## config.mk

```make
export PLATFORM = sky130hd
export DESIGN_NAME = pixel_memory_arbiter
export DESIGN_NICKNAME = d
export VERILOG_FILES = /design/src/rtl/pixel_memory_arbiter.sv
export SDC_FILE = /design/constraint.sdc
export NUM_CORES = 1
export LEC_CHECK = 0
export BUFFER_PORTS_ARGS = -buffer_cell sky130_fd_sc_hd__buf_4
export CAP_MARGIN = 20
export CORE_AREA = 2 2 64 66
export DETAILED_ROUTE_END_ITERATION = 8
export DIE_AREA = 0 0 66 68
export GPL_TIMING_DRIVEN = 0
export SETUP_SLACK_MARGIN = 0.15
export SLEW_MARGIN = 15
export SYNTH_ARGS = -nofsm -noshare
export SYNTH_HDL_FRONTEND = slang
export SYNTH_SLANG_ARGS = --single-unit
export TNS_END_PERCENT = 5
```

## constraint.sdc

```tcl
create_clock -name clk -period 1.5 [get_ports clk]
set_input_delay 0.075 -clock clk [delete_from_list [all_inputs] [get_ports clk]]
set_output_delay 0.075 -clock clk [all_outputs]
set_load 0.01 [all_outputs]
```

## src/rtl/pixel_memory_arbiter.sv

```systemverilog
// Round-robin arbiter that shares one pixel memory port between the image
// loader (A) and the image processor (B). Tenures are capped at MAX_BURST
// accesses while the other side waits, and each tenure ends with an RD_LAT
// cycle turnaround so outstanding reads return on the side that issued them.
//
// Handshake: a requester raises req_x with we_x/addr_x/wdata_x and holds it.
// An access is taken in every cycle where req_x and gnt_x are both high. gnt_x
// only reflects ownership, so a requester that is not granted is simply ignored.
// Read data comes back on rvalid_x/rdata_x exactly RD_LAT cycles after the
// accepted read. There is no back-pressure on read data.
module pixel_memory_arbiter #(
  parameter int ADDR_W    = 10,
  parameter int DATA_W    = 8,
  parameter int MAX_BURST = 16,
  parameter int RD_LAT    = 1
) (
  input  logic              clk,
  input  logic              rst,
  input  logic              req_a,
  input  logic              we_a,
  input  logic [ADDR_W-1:0] addr_a,
  input  logic [DATA_W-1:0] wdata_a,
  output logic              gnt_a,
  output logic              rvalid_a,
  output logic [DATA_W-1:0] rdata_a,
  input  logic              req_b,
  input  logic              we_b,
  input  logic [ADDR_W-1:0] addr_b,
  input  logic [DATA_W-1:0] wdata_b,
  output logic              gnt_b,
  output logic              rvalid_b,
  output logic [DATA_W-1:0] rdata_b,
  output logic [ADDR_W-1:0] mem_addr,
  output logic [DATA_W-1:0] mem_wdata,
  output logic              mem_wren,
  output logic              mem_select,
  input  logic [DATA_W-1:0] mem_q,
  output logic              busy,
  output logic [1:0]        state_dbg
);

  typedef enum logic [1:0] {
    IDLE  = 2'd0,
    OWN_A = 2'd1,
    OWN_B = 2'd2,
    TURN  = 2'd3
  } state_t;

  localparam int BW = (MAX_BURST > 1) ? $clog2(MAX_BURST) : 1;
  localparam int TW = (RD_LAT > 1) ? $clog2(RD_LAT) : 1;
  localparam logic [BW-1:0] BURST_LAST = BW'(MAX_BURST - 1);
  localparam logic [TW-1:0] TURN_LAST  = TW'(RD_LAT - 1);

  state_t          state, state_nxt;
  logic            last_owner, last_owner_nxt;   // 0 = A, 1 = B
  logic            select_nxt;
  logic [BW-1:0]   burst_cnt, burst_cnt_nxt;
  logic [TW-1:0]   turn_cnt, turn_cnt_nxt;
  logic [RD_LAT-1:0] pipe_valid;
  logic [RD_LAT-1:0] pipe_owner;

  logic acc_a, acc_b, acc;
  logic acc_we;
  logic own_req, oth_req;
  logic pick_b;

  assign gnt_a     = (state == OWN_A);
  assign gnt_b     = (state == OWN_B);
  assign acc_a     = gnt_a & req_a;
  assign acc_b     = gnt_b & req_b;
  assign acc       = acc_a | acc_b;
  assign acc_we    = acc_b ? we_b : we_a;
  assign own_req   = (state == OWN_B) ? req_b : req_a;
  assign oth_req   = (state == OWN_B) ? req_a : req_b;
  // With both requesting, the side that did not own last time wins.
  assign pick_b    = req_b & (~req_a | ~last_owner);
  assign busy      = (state != IDLE);
  assign state_dbg = state;

  // Memory port mux: driven only during an accepted access, zero otherwise.
  always_comb begin
    mem_addr  = '0;
    mem_wdata = '0;
    mem_wren  = 1'b0;
    if (acc_a) begin
      mem_addr  = addr_a;
      mem_wdata = wdata_a;
      mem_wren  = we_a;
    end else if (acc_b) begin
      mem_addr  = addr_b;
      mem_wdata = wdata_b;
      mem_wren  = we_b;
    end
  end

  // Next-state logic for the ownership FSM and its counters.
  always_comb begin
    state_nxt      = state;
    last_owner_nxt = last_owner;
    select_nxt     = mem_select;
    burst_cnt_nxt  = burst_cnt;
    turn_cnt_nxt   = turn_cnt;
    case (state)
      IDLE: begin
        if (req_a | req_b) begin
          state_nxt      = pick_b ? OWN_B : OWN_A;
          last_owner_nxt = pick_b;
          select_nxt     = pick_b;
          burst_cnt_nxt  = '0;
        end
      end
      OWN_A, OWN_B: begin
        if (!own_req) begin
          state_nxt    = TURN;
          turn_cnt_nxt = '0;
        end else if (burst_cnt == BURST_LAST) begin
          burst_cnt_nxt = '0;
          if (oth_req) begin
            state_nxt    = TURN;
            turn_cnt_nxt = '0;
          end
        end else begin
          burst_cnt_nxt = burst_cnt + BW'(1);
        end
      end
      TURN: begin
        if (turn_cnt == TURN_LAST) begin
          state_nxt = IDLE;
        end else begin
          turn_cnt_nxt = turn_cnt + TW'(1);
        end
      end
      default: state_nxt = IDLE;
    endcase
  end

  // FSM state and counter registers. mem_select only changes on a new grant,
  // so it holds through TURN while reads drain.
  always_ff @(posedge clk or posedge rst) begin
    if (rst) begin
      state      <= IDLE;
      last_owner <= 1'b1;
      mem_select <= 1'b0;
      burst_cnt  <= '0;
      turn_cnt   <= '0;
    end else begin
      state      <= state_nxt;
      last_owner <= last_owner_nxt;
      mem_select <= select_nxt;
      burst_cnt  <= burst_cnt_nxt;
      turn_cnt   <= turn_cnt_nxt;
    end
  end

  // Read-tag pipeline: one stage per cycle of memory read latency.
  always_ff @(posedge clk or posedge rst) begin
    if (rst) begin
      pipe_valid <= '0;
      pipe_owner <= '0;
    end else begin
      pipe_valid[0] <= acc & ~acc_we;
      pipe_owner[0] <= acc_b;
      for (int i = 1; i < RD_LAT; i++) begin
        pipe_valid[i] <= pipe_valid[i-1];
        pipe_owner[i] <= pipe_owner[i-1];
      end
    end
  end

  assign rvalid_a = pipe_valid[RD_LAT-1] & ~pipe_owner[RD_LAT-1];
  assign rvalid_b = pipe_valid[RD_LAT-1] &  pipe_owner[RD_LAT-1];
  assign rdata_a  = rvalid_a ? mem_q : '0;
  assign rdata_b  = rvalid_b ? mem_q : '0;

endmodule
```

**Yosys cells after proc, flatten, opt, wreduce, memory -nomap -nowiden**

Cells that the tools add are included.

- Register bits after elaboration: 11
- Bits of input ports: 50
- Output and inout port bits: 43
- Word-level logic and storage cells: 67

- Add/subtract/negate cells: 2
- Equality and inequality tests: 9
- Multiplexer cells: 27
- Bitwise operators: 13
- Reductions and logical operators: 9

Operators by type and width:

| operator | number |
|---|---|
| two-way mux 8 bit | 4 |
| two-way mux 10 bit | 2 |
| two-way mux 2 bit | 6 |
| two-way mux 4 bit | 3 |
| two-way mux 1 bit | 9 |
| one-hot mux 4 bit (2 select lines) | 1 |
| bitwise AND 1 bit | 6 |
| inequality test 2 bit, second input constant | 3 |
| inequality test 3 bit, second input constant | 2 |
| one-hot mux 2 bit (3 select lines) | 1 |
| AND reduction 3 bit | 2 |
| nonzero test 2 bit | 3 |
| adder 4 x 1 -> 4 bit, second input constant | 1 |
| == test 2 bit, second input constant | 2 |
| == test 4 bit, second input constant | 1 |
| NOT 1 bit | 4 |
| AND reduction 4 bit | 1 |
| OR 1 bit | 3 |
| == test 2 x 1 -> 1 bit, second input constant | 1 |
| zero test 2 bit | 1 |
| one-hot mux 1 bit (2 select lines) | 1 |
| AND reduction 2 bit | 1 |
| OR reduction 2 bit | 1 |
| adder 1 bit, second input constant | 1 |

**Depth between registers and ports, before layout**

- Depth after elaboration: 6
- Gate-level depth with buffers: 6
- Mapped depth without buffers: 6

**Worst setup path before layout**

OpenSTA, ideal clock, no wires.

- Kind: reg-to-reg
- Start: register state[0] (netlist: state_dbg[0])
- End: register state[0] (netlist: state_dbg[0])
- Setup time: 126 ps
- Arrival: 1445 ps
- Data required time: 1374 ps
- Slack: -70 ps
- Cell stages (with the launch flop): 7
- Buffers on the path: 0
- Period minus slack after synthesis: 1570 ps
- Cell sequence: dfrtp_1 > inv_1 > ha_1 > mux2_4 > o211ai_2 > o31a_2 > o22ai_1

- Longest elaborated chain between the ends: 4
- Elaborated cells on any way between the ends: 14
- Those cells by class: eq/ne (7); mux (4); reduce/logical (3)

Ends and longest elaborated chain:

| element | RTL line | source |
|---|---|---|
| start: declaration | 54 | `state_t state, state_nxt;` |
| start signal: assignment | 147 | `state <= state_nxt;` |
| == test 2 bit * | n/a |  |
| net gnt_b | 30 | `output logic gnt_b,` |
| two-way mux 1 bit, or another cell as far along | 73 | `assign own_req = (state == OWN_B) ? req_b : req_a;` |
| inequality test 3 bit (no source line) / two-way mux 2 bit (equally long branches) | n/a |  |
| AND reduction 4 bit (no source line) / one-hot mux 2 bit (3 select lines) (equally long branches) | n/a |  |

Mark *: on every way through the listed nets, which the timed path passes. The rest lies on a longest branch.
A chain may end at the register's enable or synchronous reset.

**Worst setup path in the final report**

- Start: register state[1] (netlist: state_dbg[1])
- End: output mem_addr[7]

- Longest elaborated chain between the ends: 4
- Elaborated cells on any way between the ends: 6
- Those cells by class: eq/ne (2); mux (2); bitwise (2)

Ends and longest elaborated chain:

| element | RTL line | source |
|---|---|---|
| == test 2 bit | 68 | `assign gnt_b = (state == OWN_B);` |
| bitwise AND 1 bit | 70 | `assign acc_b = gnt_b & req_b;` |
| two-way mux 10 bit | 89 | `end else if (acc_b) begin` |
| two-way mux 10 bit * | 85 | `if (acc_a) begin` |
| end: declaration | 33 | `output logic [ADDR_W-1:0] mem_addr,` |

Every way passes the cells marked *; elsewhere a longest branch is shown, timed or not.

==> results.md <==
- Max VDD drop: 1.224 mV
- Cell mode on critical path: buf_4
- Combinational group share of total power: 72.7%
- Largest net degree at the start of global routing: 11
- DIE AREA: 4488 µm²
- Maximum clock path buffer count: 2
- Worst setup SP type: flop
- Mapped Nets: 159
- Tcrit/Tclk final: 110.7%
- Post-synth EDFFs: 0
- Status: complete, but fails checks
- DRT Pass-1 Iters: 4
- Critical Path Sink Type: output port
- Leading area contributor after synthesis: dfrtp_1
- Syn Inst Count: 104
- Synth Area in Simple Gates: 24.74%
- Clock sinks: 10
- HP Class: in -> reg
- Cell variety after synth: 39
- Pre-CTS WS: -0.09297 ns
- Unrepaired setup endpoints after global routing: yes
- Initial antenna violation count: 0
- Flop pwr share: 16.5%
- Tightest Pin Transition: 0.3887 ns
- Grt total ovfl: 0
- Root buffer cell: clkbuf_8
- Initial Utilization: 24.53%
- Leak Pwr: 1.030 nW
- Synth Area in Adders: 6.614%
- # Max-Cap Violations: 0
- CP delay by family, top: flip-flops
- WP data required: 1.42 ns
- Synth warnings: 0
- H-Tree Depth: 1
- Data arrival, critical path: 1.59 ns
- Fmax achieved: 602.1 MHz
- Die Height: 68 µm
- Clk slew on worst S/H paths: 0.05 ns
- Synth top area share: 23.81%
- Final Hold Fails: 0
- WP buf/inv: 3
- IO Count: 93
- Area delta synth->final: 107.3%
- RePlAce Congestion: 0.7519
- Total CTS buffers: 3
- Crit path cell chain: inv_2 > ha_4 > and2_4 > buf_4 > a22o_1 > buf_4
- Max stage delay cell, worst path: dfrtp_2
- Pint: 0.001866 W
- Core Footprint: 3856 µm²
- CTS tree: yes
- Post-synthesis sequential area ratio: 26.59%
- Routed WL per cell: 13.98 µm
- Overall routed net length: 3.593 mm
- Clk_skew: 0.004561 ns
- CP Class: reg -> out
- Crit path time final: 1.661 ns
- 1st-iter DRT viols: 13
- Antenna fix cells: 0
- Avg Cell Area, Syn: 9.095 µm²
- Cell area after synthesis: 945.9 µm²
- Final Net Count: 263
- WHS: 0.02575 ns
- Top FF cell, synth: dfrtp_1
- Vias in the first global route: 1,119
- XOR/XNOR Fraction of Synth Area: 0%
- Chip Width: 66 µm
- Switching Fraction: 39.94%
- Via count: 1,218
- Mux contribution to synthesized area: 2.646%
- Most frequent cells after synthesis: a22o_1, and2_1, and3_1, dfrtp_1, nand2_1
- # DRC: 0
- Slew Limit Fails: 0
- Max_slew headroom: 74.06%
- Pwr dens: 1584 nW/µm²
- Count leader, synth: a22o_1
- Failing checks: negative setup slack
- CP max FO: 10
- Clk pwr share: 10.8%
- Largest family of logic cells by synthesized area: compound AO/OA/AOI/OAI gates
- Seq cells post-synth: 10
- Gr usage total: 14.42%
- Num rows: 23
- # setup viols final: 25
- Final ANT Viol Nets: 0
- Filler cell count in the final layout: 362
- Post-synth ARST share: 100.0%
- DP HPWL: 2.892 mm
- Total chip power: 0.003106 W
- First-pass GRT wire length: 5.092 mm
- Synth area leaders: dfrtp_1, a22o_1, ha_1, and2_1, and3_1
- Max stage delay on crit path: 0.40 ns
- Worst skew pair latency: 0.23 ns
- Synth Area in Compound Gates: 32.28%
- Net switching power: 0.001241 W
- Share of cells above drive strength 1: 66.18%
- Via/cell ratio: 4.739
- Worst setup margin: -0.1608 ns
- IO buf count: 92
==> state kept, by name, summed over array words and instances (netlist names) <==
name	cells
state_dbg	2
mem_select	1
burst_cnt	4
last_owner	1
pipe_valid	1
pipe_owner	1
==> routing by layer <==
layer | global-route usage (%) | routed length, µm | vias up
li1 | - | - | 595
met3 | 2.303 | 206 | 2
met2 | 25.38 | 1933 | 39
met1 | 18.09 | 1433 | 582
met4 | 4.592 | 19 | 0
met5 | 0 | 0 | -
==> power groups by stage <==
stage / Sequential [W] / Combinational [W] / Clock [W]
2_1_floorplan: 0.000505 / 0.00121 / 0
3_3_place_gp: 0.000506 / 0.00188 / 0
3_5_place_dp: 0.000514 / 0.00192 / 0
4_1_cts: 0.000499 / 0.00211 / 0.000341
5_1_grt: 0.000535 / 0.00248 / 0.000364
6_report: 0.000512 / 0.00226 / 0.000337
==> worst reg2reg max path, cell delays in order (launching register included) <==
cell      delay [ns]
dfrtp_2         0.41
inv_2           0.07
buf_6           0.13
ha_4            0.27
or3b_4          0.39
o221ai_4        0.11
o21ai_1         0.11
o21ai_1         0.09
==> stage by stage <==
| step | TNS (ns) | std cells | utilization, % | area, µm² |
|---|---|---|---|---|
| after floorplan | 0 | 104 | - | 974.7 |
| after global placement | -1.036 | 246 | 44.81 | 1728 |
| final | -3.492 | 257 | 50.84 | 1961 |
| after detailed placement | -1.580 | 246 | 44.81 | 1728 |
| after CTS | -3.665 | 256 | 48.73 | 1879 |
| after global routing | -5.152 | 257 | 50.84 | 1961 |
==> cell usage in the layout (no fill, tap or decap), types with 2 or more instances in the layout <==
master / instances
and3_1: 9
inv_2: 3
nand3_1: 3
buf_4: 91
a22o_1: 19
nor2b_1: 2
nor2_1: 2
nand2_1: 6
and2_4: 9
o22ai_1: 2
dfrtp_2: 3
inv_1: 3
o21ai_1: 5
a21oi_1: 2
ha_4: 4
buf_6: 9
dfrtp_1: 6
clkbuf_8: 5
==> what timing repair did <==
action / CTS / global route
setup endpoints to repair: 34 / 35
buffers inserted: 5 / 1
pin swaps: 9 / 11
resized for setup: 15 / 16
endpoints found under the hold margin: 9 / 0
hold buffers: 1 / 0
==> cell families (layout without fill, tap and decap cells) <==
group	count (synthesis)	after routing
mux	2	2
compound gates	38	38
flops	10	10
buf+inv	11	114
simple gates	38	38
fa+ha+maj	5	5
==> final timing paths <==
path,startpoint,endpoint,slack [ns],cells past startpoint
min,we_a,pipe_valid,0.03,2
max,state_dbg[1],mem_addr[7],-0.16,6
max reg2reg,state_dbg[0],burst_cnt[3],-0.14,7
min in group asynchronous,rst,burst_cnt[3],0.38,3
max in group asynchronous,rst,last_owner,0.80,3
min reg2reg,burst_cnt[3],burst_cnt[3],0.50,1
==> final cells by class <==
type / count / area [µm²] / area share [%]
plain buffers: 5 / 51.30 / 2.616
clock buffers: 4 / 55.05 / 2.808
inverters: 6 / 22.52 / 1.149
multi-input cells: 83 / 721.9 / 36.82
flip-flops and latches: 10 / 255.2 / 13.02
well taps: 50 / 62.56 / 3.191
repair buffers: 99 / 792.0 / 40.40
No activity file was read; power rests on OpenSTA's default activity.
